$ cat config.mk
export PLATFORM = sky130hd
export DESIGN_NAME = key_debounce_multi
export DESIGN_NICKNAME = d
export VERILOG_FILES = /design/src/rtl/key_pkg.sv /design/src/rtl/key_debounce_ch.sv /design/src/rtl/key_debounce_multi.sv
export SDC_FILE = /design/constraint.sdc
export NUM_CORES = 1
export LEC_CHECK = 0
export CAP_MARGIN = 20
export CORE_MARGIN = 1.5
export CORE_UTILIZATION = 45
export CTS_BUF_LIST = sky130_fd_sc_hd__clkbuf_8
export CTS_CLUSTER_DIAMETER = 30
export DETAILED_ROUTE_END_ITERATION = 6
export SLEW_MARGIN = 20
export SYNTH_ARGS = -nofsm -noshare
export SYNTH_HDL_FRONTEND = slang
export SYNTH_HIERARCHICAL = 1
export SYNTH_SLANG_ARGS = --single-unit
$ cat constraint.sdc
create_clock -name clk -period 6.4 [get_ports clk]
set_clock_uncertainty 0.2 [all_clocks]
set_input_delay 1.28 -clock clk [delete_from_list [all_inputs] [get_ports clk]]
set_output_delay 1.28 -clock clk [all_outputs]
set_load 0.02 [all_outputs]
$ cat src/rtl/key_pkg.sv
// Shared types and width helpers for the multi-channel key conditioner.
package key_pkg;

  typedef enum logic [2:0] {
    IDLE      = 3'd0,
    WAIT_DOWN = 3'd1,
    DOWN      = 3'd2,
    HOLD      = 3'd3,
    WAIT_UP   = 3'd4
  } key_state_e;

  function automatic int unsigned max_fn(input int unsigned a, input int unsigned b);
    return (a > b) ? a : b;
  endfunction

  function automatic int unsigned clog2_fn(input int unsigned v);
    int unsigned r;
    r = 0;
    while ((64'd1 << r) < 64'(v)) r++;
    return r;
  endfunction

  // Counter must hold every terminal value, so size it for the largest period.
  function automatic int unsigned cnt_width(input int unsigned d, input int unsigned l,
                                            input int unsigned r);
    return clog2_fn(max_fn(d, max_fn(l, r)) + 1);
  endfunction

endpackage

$ cat src/rtl/key_debounce_ch.sv
// One key channel: synchroniser, debounce/long-press/repeat FSM and shared counter.
module key_debounce_ch
  import key_pkg::*;
#(
  parameter int ACTIVE_LOW      = 1,
  parameter int SYNC_STAGES     = 2,
  parameter int DEBOUNCE_CYCLES = 100000,
  parameter int LONG_CYCLES     = 50000000,
  parameter int REPEAT_CYCLES   = 10000000
) (
  input  logic clk,
  input  logic rst_n,
  input  logic key_in,
  output logic key_state,
  output logic press_down,
  output logic press_up,
  output logic long_press,
  output logic repeat_pulse
);

  localparam int unsigned CNT_W = cnt_width(DEBOUNCE_CYCLES, LONG_CYCLES, REPEAT_CYCLES);
  localparam logic RELEASED  = (ACTIVE_LOW != 0);
  localparam logic REPEAT_EN = (REPEAT_CYCLES != 0);
  localparam logic [CNT_W-1:0] D_LAST = CNT_W'(DEBOUNCE_CYCLES - 1);
  localparam logic [CNT_W-1:0] L_LAST = CNT_W'(LONG_CYCLES - 1);
  localparam logic [CNT_W-1:0] R_LAST = CNT_W'((REPEAT_CYCLES == 0) ? 0 : REPEAT_CYCLES - 1);

  logic [SYNC_STAGES-1:0] sync_q, sync_d;
  key_state_e             state_q, state_d;
  logic [CNT_W-1:0]       cnt_q, cnt_d;
  logic                   long_done_q, long_done_d;
  logic                   key_state_q, key_state_d;
  logic                   press_down_q, press_down_d;
  logic                   press_up_q, press_up_d;
  logic                   long_press_q, long_press_d;
  logic                   repeat_pulse_q, repeat_pulse_d;
  logic                   pressed;

  always_comb begin
    sync_d  = {sync_q[SYNC_STAGES-2:0], key_in};
    pressed = sync_q[SYNC_STAGES-1] ^ RELEASED;
  end

  always_ff @(posedge clk or negedge rst_n) begin
    if (!rst_n) begin
      sync_q         <= {SYNC_STAGES{RELEASED}};
      state_q        <= IDLE;
      cnt_q          <= '0;
      long_done_q    <= 1'b0;
      key_state_q    <= 1'b0;
      press_down_q   <= 1'b0;
      press_up_q     <= 1'b0;
      long_press_q   <= 1'b0;
      repeat_pulse_q <= 1'b0;
    end else begin
      sync_q         <= sync_d;
      state_q        <= state_d;
      cnt_q          <= cnt_d;
      long_done_q    <= long_done_d;
      key_state_q    <= key_state_d;
      press_down_q   <= press_down_d;
      press_up_q     <= press_up_d;
      long_press_q   <= long_press_d;
      repeat_pulse_q <= repeat_pulse_d;
    end
  end

  always_comb begin
    state_d     = state_q;
    cnt_d       = cnt_q + CNT_W'(1);
    long_done_d = long_done_q;
    case (state_q)
      IDLE: begin
        cnt_d = '0;
        if (pressed) state_d = WAIT_DOWN;
      end
      WAIT_DOWN: begin
        if (!pressed) begin
          state_d = IDLE;
          cnt_d   = '0;
        end else if (cnt_q == D_LAST) begin
          state_d     = DOWN;
          cnt_d       = '0;
          long_done_d = 1'b0;
        end
      end
      DOWN: begin
        if (!pressed) begin
          state_d = WAIT_UP;
          cnt_d   = '0;
        end else if (cnt_q == L_LAST) begin
          state_d     = HOLD;
          cnt_d       = '0;
          long_done_d = 1'b1;
        end
      end
      HOLD: begin
        // With repeat disabled the counter parks instead of running past its width.
        if (!pressed) begin
          state_d = WAIT_UP;
          cnt_d   = '0;
        end else if (!REPEAT_EN) begin
          cnt_d = cnt_q;
        end else if (cnt_q == R_LAST) begin
          cnt_d = '0;
        end
      end
      WAIT_UP: begin
        if (pressed) begin
          state_d = long_done_q ? HOLD : DOWN;
          cnt_d   = '0;
        end else if (cnt_q == D_LAST) begin
          state_d = IDLE;
          cnt_d   = '0;
        end
      end
      default: begin
        state_d     = IDLE;
        cnt_d       = '0;
        long_done_d = 1'b0;
      end
    endcase
  end

  always_comb begin
    key_state_d    = (state_d == DOWN) || (state_d == HOLD) || (state_d == WAIT_UP);
    press_down_d   = (state_q == WAIT_DOWN) && (state_d == DOWN);
    press_up_d     = (state_q == WAIT_UP) && (state_d == IDLE);
    long_press_d   = (state_q == DOWN) && (state_d == HOLD);
    repeat_pulse_d = REPEAT_EN && (state_q == HOLD) && pressed && (cnt_q == R_LAST);
  end

  assign key_state    = key_state_q;
  assign press_down   = press_down_q;
  assign press_up     = press_up_q;
  assign long_press   = long_press_q;
  assign repeat_pulse = repeat_pulse_q;

endmodule

$ cat src/rtl/key_debounce_multi.sv
// Multi-channel key conditioner: NUM_KEYS independent key_debounce_ch instances.
module key_debounce_multi #(
  parameter int NUM_KEYS        = 4,
  parameter int ACTIVE_LOW      = 1,
  parameter int SYNC_STAGES     = 2,
  parameter int DEBOUNCE_CYCLES = 100000,
  parameter int LONG_CYCLES     = 50000000,
  parameter int REPEAT_CYCLES   = 10000000
) (
  input  logic                clk,
  input  logic                rst_n,
  input  logic [NUM_KEYS-1:0] key_in,
  output logic [NUM_KEYS-1:0] key_state,
  output logic [NUM_KEYS-1:0] press_down,
  output logic [NUM_KEYS-1:0] press_up,
  output logic [NUM_KEYS-1:0] long_press,
  output logic [NUM_KEYS-1:0] repeat_pulse
);

  if (NUM_KEYS < 1) begin : g_bad_num_keys
    $error("key_debounce_multi: NUM_KEYS must be >= 1");
  end
  if ((ACTIVE_LOW != 0) && (ACTIVE_LOW != 1)) begin : g_bad_active_low
    $error("key_debounce_multi: ACTIVE_LOW must be 0 or 1");
  end
  if (SYNC_STAGES < 2) begin : g_bad_sync
    $error("key_debounce_multi: SYNC_STAGES must be >= 2");
  end
  if (DEBOUNCE_CYCLES < 2) begin : g_bad_debounce
    $error("key_debounce_multi: DEBOUNCE_CYCLES must be >= 2");
  end
  if (LONG_CYCLES < 2) begin : g_bad_long
    $error("key_debounce_multi: LONG_CYCLES must be >= 2");
  end
  if (REPEAT_CYCLES < 0) begin : g_bad_repeat
    $error("key_debounce_multi: REPEAT_CYCLES must be >= 0");
  end

  for (genvar i = 0; i < NUM_KEYS; i++) begin : g_ch
    key_debounce_ch #(
      .ACTIVE_LOW      (ACTIVE_LOW),
      .SYNC_STAGES     (SYNC_STAGES),
      .DEBOUNCE_CYCLES (DEBOUNCE_CYCLES),
      .LONG_CYCLES     (LONG_CYCLES),
      .REPEAT_CYCLES   (REPEAT_CYCLES)
    ) u_ch (
      .clk          (clk),
      .rst_n        (rst_n),
      .key_in       (key_in[i]),
      .key_state    (key_state[i]),
      .press_down   (press_down[i]),
      .press_up     (press_up[i]),
      .long_press   (long_press[i]),
      .repeat_pulse (repeat_pulse[i])
    );
  end

endmodule

# [Word level (Yosys, flattened, before mapping)]
# Index checks and enable logic that the tools add are counted.
# W data, S select, Z words.
[classes] add_sub_neg=4 eq_ne=56 n_mux=92 bitwise_logic=8 n_reduce_logical=44
[op_table] operator="$mux W26" n=28
[op_table] operator="$pmux W26 S4" n=4
[op_table] operator="$add A26 B1 Y26 const B" n=4
[op_table] operator="$eq A26 B17 Y1 const B" n=4
[op_table] operator="$eq A26 B24 Y1 const B" n=4
[op_table] operator="$eq A26 B26 Y1 const B" n=4
[op_table] operator="$mux W3" n=32
[op_table] operator="$pmux W3 S5" n=4
[op_table] operator="$eq A3 B2 Y1 const B" n=16
[op_table] operator="$eq A3 B3 Y1 const B" n=8
[op_table] operator="$logic_not A3 Y1" n=8
[op_table] operator="$logic_and A1 B1 Y1" n=20
[op_table] operator="$mux W1" n=20
[op_table] operator="$reduce_and A5 Y1" n=4
[op_table] operator="$ne A2 B1 Y1 const B" n=8
[op_table] operator="$ne A2 B2 Y1 const B" n=8
[op_table] operator="$eq A3 B1 Y1 const B" n=4
[op_table] operator="$pmux W1 S3" n=4
[op_table] operator="$reduce_or A3 Y1" n=4
[op_table] operator="$logic_or A1 B1 Y1" n=8
[op_table] operator="$not A1 Y1" n=8
[word_totals] register_bits=148 inputBits=6 out_inout_bits=20 word_cells=240

# [Logic depth before layout (Yosys ltp)]
[logic_depth] depth_word=7 mapped_depth=8 ltp_nobuf=6

# [By module]
# The synthesis kept the hierarchy.
[modules_own_cells] mod="key_debounce_ch at g_ch[2].u_ch" n_inst=1 cells_per_inst=201 area_each_um2=2063.2 seq_area_each_um2=928.4
[modules_own_cells] mod="key_debounce_ch at g_ch[3].u_ch" n_inst=1 cells_per_inst=194 area_each_um2=1898.1 seq_area_each_um2=928.4
[modules_own_cells] mod="key_debounce_ch at g_ch[1].u_ch" n_inst=1 cells_per_inst=194 area_each_um2=1889.3 seq_area_each_um2=928.4
[modules_own_cells] mod="key_debounce_ch at g_ch[0].u_ch" n_inst=1 cells_per_inst=187 area_each_um2=1884.3 seq_area_each_um2=928.4

# [Worst setup path before layout]
# No wires, ideal clock.
[synth_timing] path_kind="register to register" startpoint="register g_ch[3].u_ch.cnt_q[21]" endpoint="register g_ch[3].u_ch.cnt_q[7]" setup_ps=119 arrival_ps=1999 t_required_ps=6081 path_slack_ps=4082 path_stages_with_launch=7 path_buffers=1 period_less_slack_ps=2318 path_cell_list="dfrtp_1 or4_4 nor4_4 a211oi_1 a211oi_4 buf_6 nor2_1"
[synth_via] elab_chain_len=4 word_cells_on_any_way=11 classes_between="eq/ne: 3; mux: 8"
[synth_lines] item="from (decl)" line="key_debounce_ch.sv:30" rtl="logic [CNT_W-1:0] cnt_q, cnt_d;"
[synth_lines] item="from (signal assigned)" line="key_debounce_ch.sv:58" rtl="cnt_q <= cnt_d;"
[synth_lines] item="$eq A26 B17 Y1 (tied with other cells)" line="key_debounce_ch.sv:81, key_debounce_ch.sv:112"
[synth_lines] item="$mux W26 (on tied branches) (2 in series)"
[synth_lines] item="$pmux W26 S4 *" line="key_debounce_ch.sv:72" rtl="case (state_q)"
[synth_lines] item="via g_ch[3].u_ch.cnt_d[7]" line="key_debounce_ch.sv:30"
# Mark *: on every way through the listed nets, which the timed path passes. The rest lies on a longest branch.
# A chain may end at the register's enable or synchronous reset.

# [Worst setup path after layout]
[layout_timing] startpoint="register g_ch[3].u_ch.cnt_q[0]" endpoint="register g_ch[3].u_ch.cnt_q[14]"
[layout_via] elab_chain_len=4 word_cells_on_any_way=12 classes_between="add/sub: 1; eq/ne: 3; mux: 8"
[layout_lines] item="$add A26 B1 Y26 (tied with other cells)" line="key_debounce_ch.sv:70" rtl="cnt_d = cnt_q + CNT_W'(1);"
[layout_lines] item="$mux W26 (on tied branches) (2 in series)"
[layout_lines] item="$pmux W26 S4 *" line="key_debounce_ch.sv:72"
[layout_lines] item="via g_ch[3].u_ch.cnt_d[14]" line="key_debounce_ch.sv:30"
# Marked as above.

==> summary.md <==
| Metric | Value |
|---|---|
| Status | finished clean |
| Hold Crit Class | reg2reg |
| RSZ-0062 raised after global routing | false |
| PwrDens | about 220 nW/um^2 |
| Final Hold Viols | 0 |
| Num rows | 47 |
| Post-CTS sizing | 0 |
| CTS tree | done |
| Number of fill cells | between 1500 and 2000 |
| H-tree depth | 4 |
| Die height | between 100 and 150 um |
| PortBufs | 25 |
| Measured slew at the worst slew-check pin | between 1 and 1.5 ns |
| Fin crit period | 2.96 ns |
| Top_reg_cell synth | dfrtp_1 |
| DR DRC count | 0 |
| Reg2Reg Setup Slack | ~3.4 ns |
| Hpwl dp | 10400 um |
| Placed cell count | about 990 |
| CP endpoint kind | flop |
| Post-CTS Setup Inserts | 0 |
| Vias | between 5000 and 6000 |
| Max FO, Critical Path | 26 |
| Synthesis Warnings | 6 |
| Area grow syn2layout | 10.9% |
| Cts-stage hold buffer count | 0 |
| Count of cell types in the netlist | 71 |
| WL/cell | 14.9 um |
| Tcrit/Tclk final | about 46% |
| Post-synth top area share | a little under half |
| Antenna Nets Post-Route | 0 |
| Design Power | around 0.0019 W |
| Post-Syn Area per Cell | roughly 10 sq um |
| CTS Buf Count | 17 |
| Critical Path AT | 3.05 ns |
| Final RePlAce weighted congestion | between 0.8 and 0.9 |
| Worst rel slew slack | about a quarter |
| CTS root buf | clkbuf_8 |
| Io pins | 26 |
| Max-Cap Viols | 0 |
| Crit path launch type | flop |
| Async SR Flop Fraction | between 90% and 100% |
| Post-Syn Instances | between 700 and 800 |
| Max Fclk | about 340 MHz |
| Setup TNS | 0 ns |
| ANT cells | 0 |
| Register area share after synthesis | 48.0% |
| Most frequent cells in the layout | dfrtp_1, nor2_1, nand2_1 |
| CTS Buffer Depth | 2 |
| Synth area leaders | dfrtp_1, xnor2_1, nor2_1, xor2_1, nand2_1 |
| Post-route insts no fill | roughly 1000 |
| Area of the core | around 17000 sq um |
| Post-synth EDFFs | 0 |
| Most common cell after layout, fill and taps aside | dfrtp_1 |
| Routed wire length | 15300 um |
| Worst vdd ir | 143 uV |
| Crit Path Class | reg2reg |
| Setup violations, final | 0 |
| Tot GR Track Use | a little under a fifth |
| Mapped cell area | 7730 sq um |
| Total die area | 18000 sq um |
| Largest net degree at the start of global routing | about 100 |
| Worst EP required | 6.49 ns |
| First-pass GRT wire length | ~27000 um |
| DRT iter0 DRCs | between 300 and 400 |
| Ratio of cells with drive above 1 in the final layout | between 10 and 15% |
| Final nets | about 800 |
| Final slew viol count | 0 |
| GRT Residual Overflow | 0 |
| Worst-skew pair later-pin latency | between 0.4 and 0.5 ns |
| Vias in the first global route | approximately 5500 |
| #FFs+latches synth | around 150 |
| Clk pin slew, worst setup/hold paths | ~0.08 ns |
| Syn_nets | 786 |
| LEAKAGE | around 3.3 nW |
| Clk sinks | roughly 150 |
| Drt via density | between 5 and 6 |
| Post-synth top area cell | dfrtp_1 |
| Initial Util | roughly 46% |
| Die X | 134 um |
| Initial antenna violation count | 0 |
| Initial DRT Pass Iterations | 4 |
[synth_stat cells, types with 2 or more instances]
cell	instances
a211oi_1	4
o22a_1	4
xor2_1	45
nand3b_1	3
and2_1	9
inv_1	17
o21bai_1	3
nor4b_1	6
nand4b_1	2
nor2b_1	7
o21ai_0	4
ha_1	4
nand4_2	2
nor3_1	29
a21oi_1	32
and3_1	22
buf_2	2
xnor2_1	51
nand3_1	44
and4_1	13
o31a_1	2
clkbuf_1	15
dfrtp_1	140
dfstp_2	8
a21oi_2	10
a2111oi_0	3
nor3b_1	6
nor4_2	5
nand2_1	62
nor2_1	112
nor4bb_1	4
buf_6	11
nor4_4	4
nand4_1	24
or3_1	3
a31oi_1	2
nor4b_2	3
o22ai_1	3
nor4_1	18
or2_1	2
nand2b_1	6
[layout make-up]
| cell class | instances | area (sq um) | area share [%] |
|---|---|---|---|
| clock buffer | 18 | 248 | 2.89 |
| sequential | 148 | 3710 | 43.3 |
| timing repair buffer | 28 | 282 | 3.28 |
| multi-input combinational | 580 | 3760 | 43.9 |
| inverter | 17 | 63.8 | 0.744 |
| clock inverter | 14 | 233 | 2.71 |
| tap | 220 | 275 | 3.21 |
[worst max-delay path: stages, from the launching register on]
cell      delay (ns)
dfrtp_1         0.40
ha_1            0.23
nand4_1         0.18
nor4_2          0.45
nand3_1         0.26
a211oi_4        0.92
nor2_1          0.15
[path summary, 6_finish.rpt]
kind,depth (start not counted),from,endpoint
setup / recovery,6,g_ch[3].u_ch/cnt_q[0],g_ch[3].u_ch/cnt_q[14]
hold / removal,0,g_ch[1].u_ch/sync_q[0],g_ch[1].u_ch/sync_q[1]
setup reg to reg,6,g_ch[3].u_ch/cnt_q[0],g_ch[3].u_ch/cnt_q[14]
hold reg to reg,0,g_ch[1].u_ch/sync_q[0],g_ch[1].u_ch/sync_q[1]
max in group asynchronous,2,rst_n,g_ch[3].u_ch/cnt_q[16]
min in group asynchronous,1,rst_n,g_ch[3].u_ch/state_q[2]
[layer usage]
metal | track usage (%) | wire length (um) | up-vias
met5 | 0 | 0 | -
met2 | 29.0 | 7270 | 77
met4 | 6.63 | 263 | 0
met3 | 4.12 | 419 | 22
met1 | 25.0 | 7350 | 2739
li1 | - | - | 2770
[logic make-up (layout without fill, tap and decap cells)]
kind of cell	after synthesis	count (layout)	synth area share, %
simple gates	400	400	29.2
flops	148	148	48.0
xor+xnor	96	96	10.9
compound gates	80	80	7.76
buf+inv	48	77	3.49
fa+ha+maj	4	4	0.647
[per-stage QoR]
step                area [sq um]  utilization [%]  setup slack (ns)  hold slack [ns]
finish                      8580             51.4              3.44            0.158
global placement            8070             48.3              3.55            0.146
detailed placement          8070             48.3              3.40            0.148
floorplan                   7730                -              4.08            0.145
CTS                         8550             51.2              3.39            0.160
global route                8580             51.4              3.09            0.163
[flip-flops by register name, indices dropped and copies added, names as in the netlist]
name	cells
g_ch.u_ch/press_up	4
g_ch.u_ch/cnt_q	104
g_ch.u_ch/sync_q	8
g_ch.u_ch/long_press	4
g_ch.u_ch/long_done_q	4
g_ch.u_ch/repeat_pulse	4
g_ch.u_ch/press_down	4
g_ch.u_ch/key_state	4
g_ch.u_ch/state_q	12
[power by group]
group          leakage, nW  internal [W]  total (W)  switching (W)
Combinational         1.05     0.0000125  0.0000477      0.0000353
Clock                0.232      0.000512   0.000868       0.000356
Sequential            2.03      0.000943   0.000952     0.00000902
(Power assumes the default switching activity.)
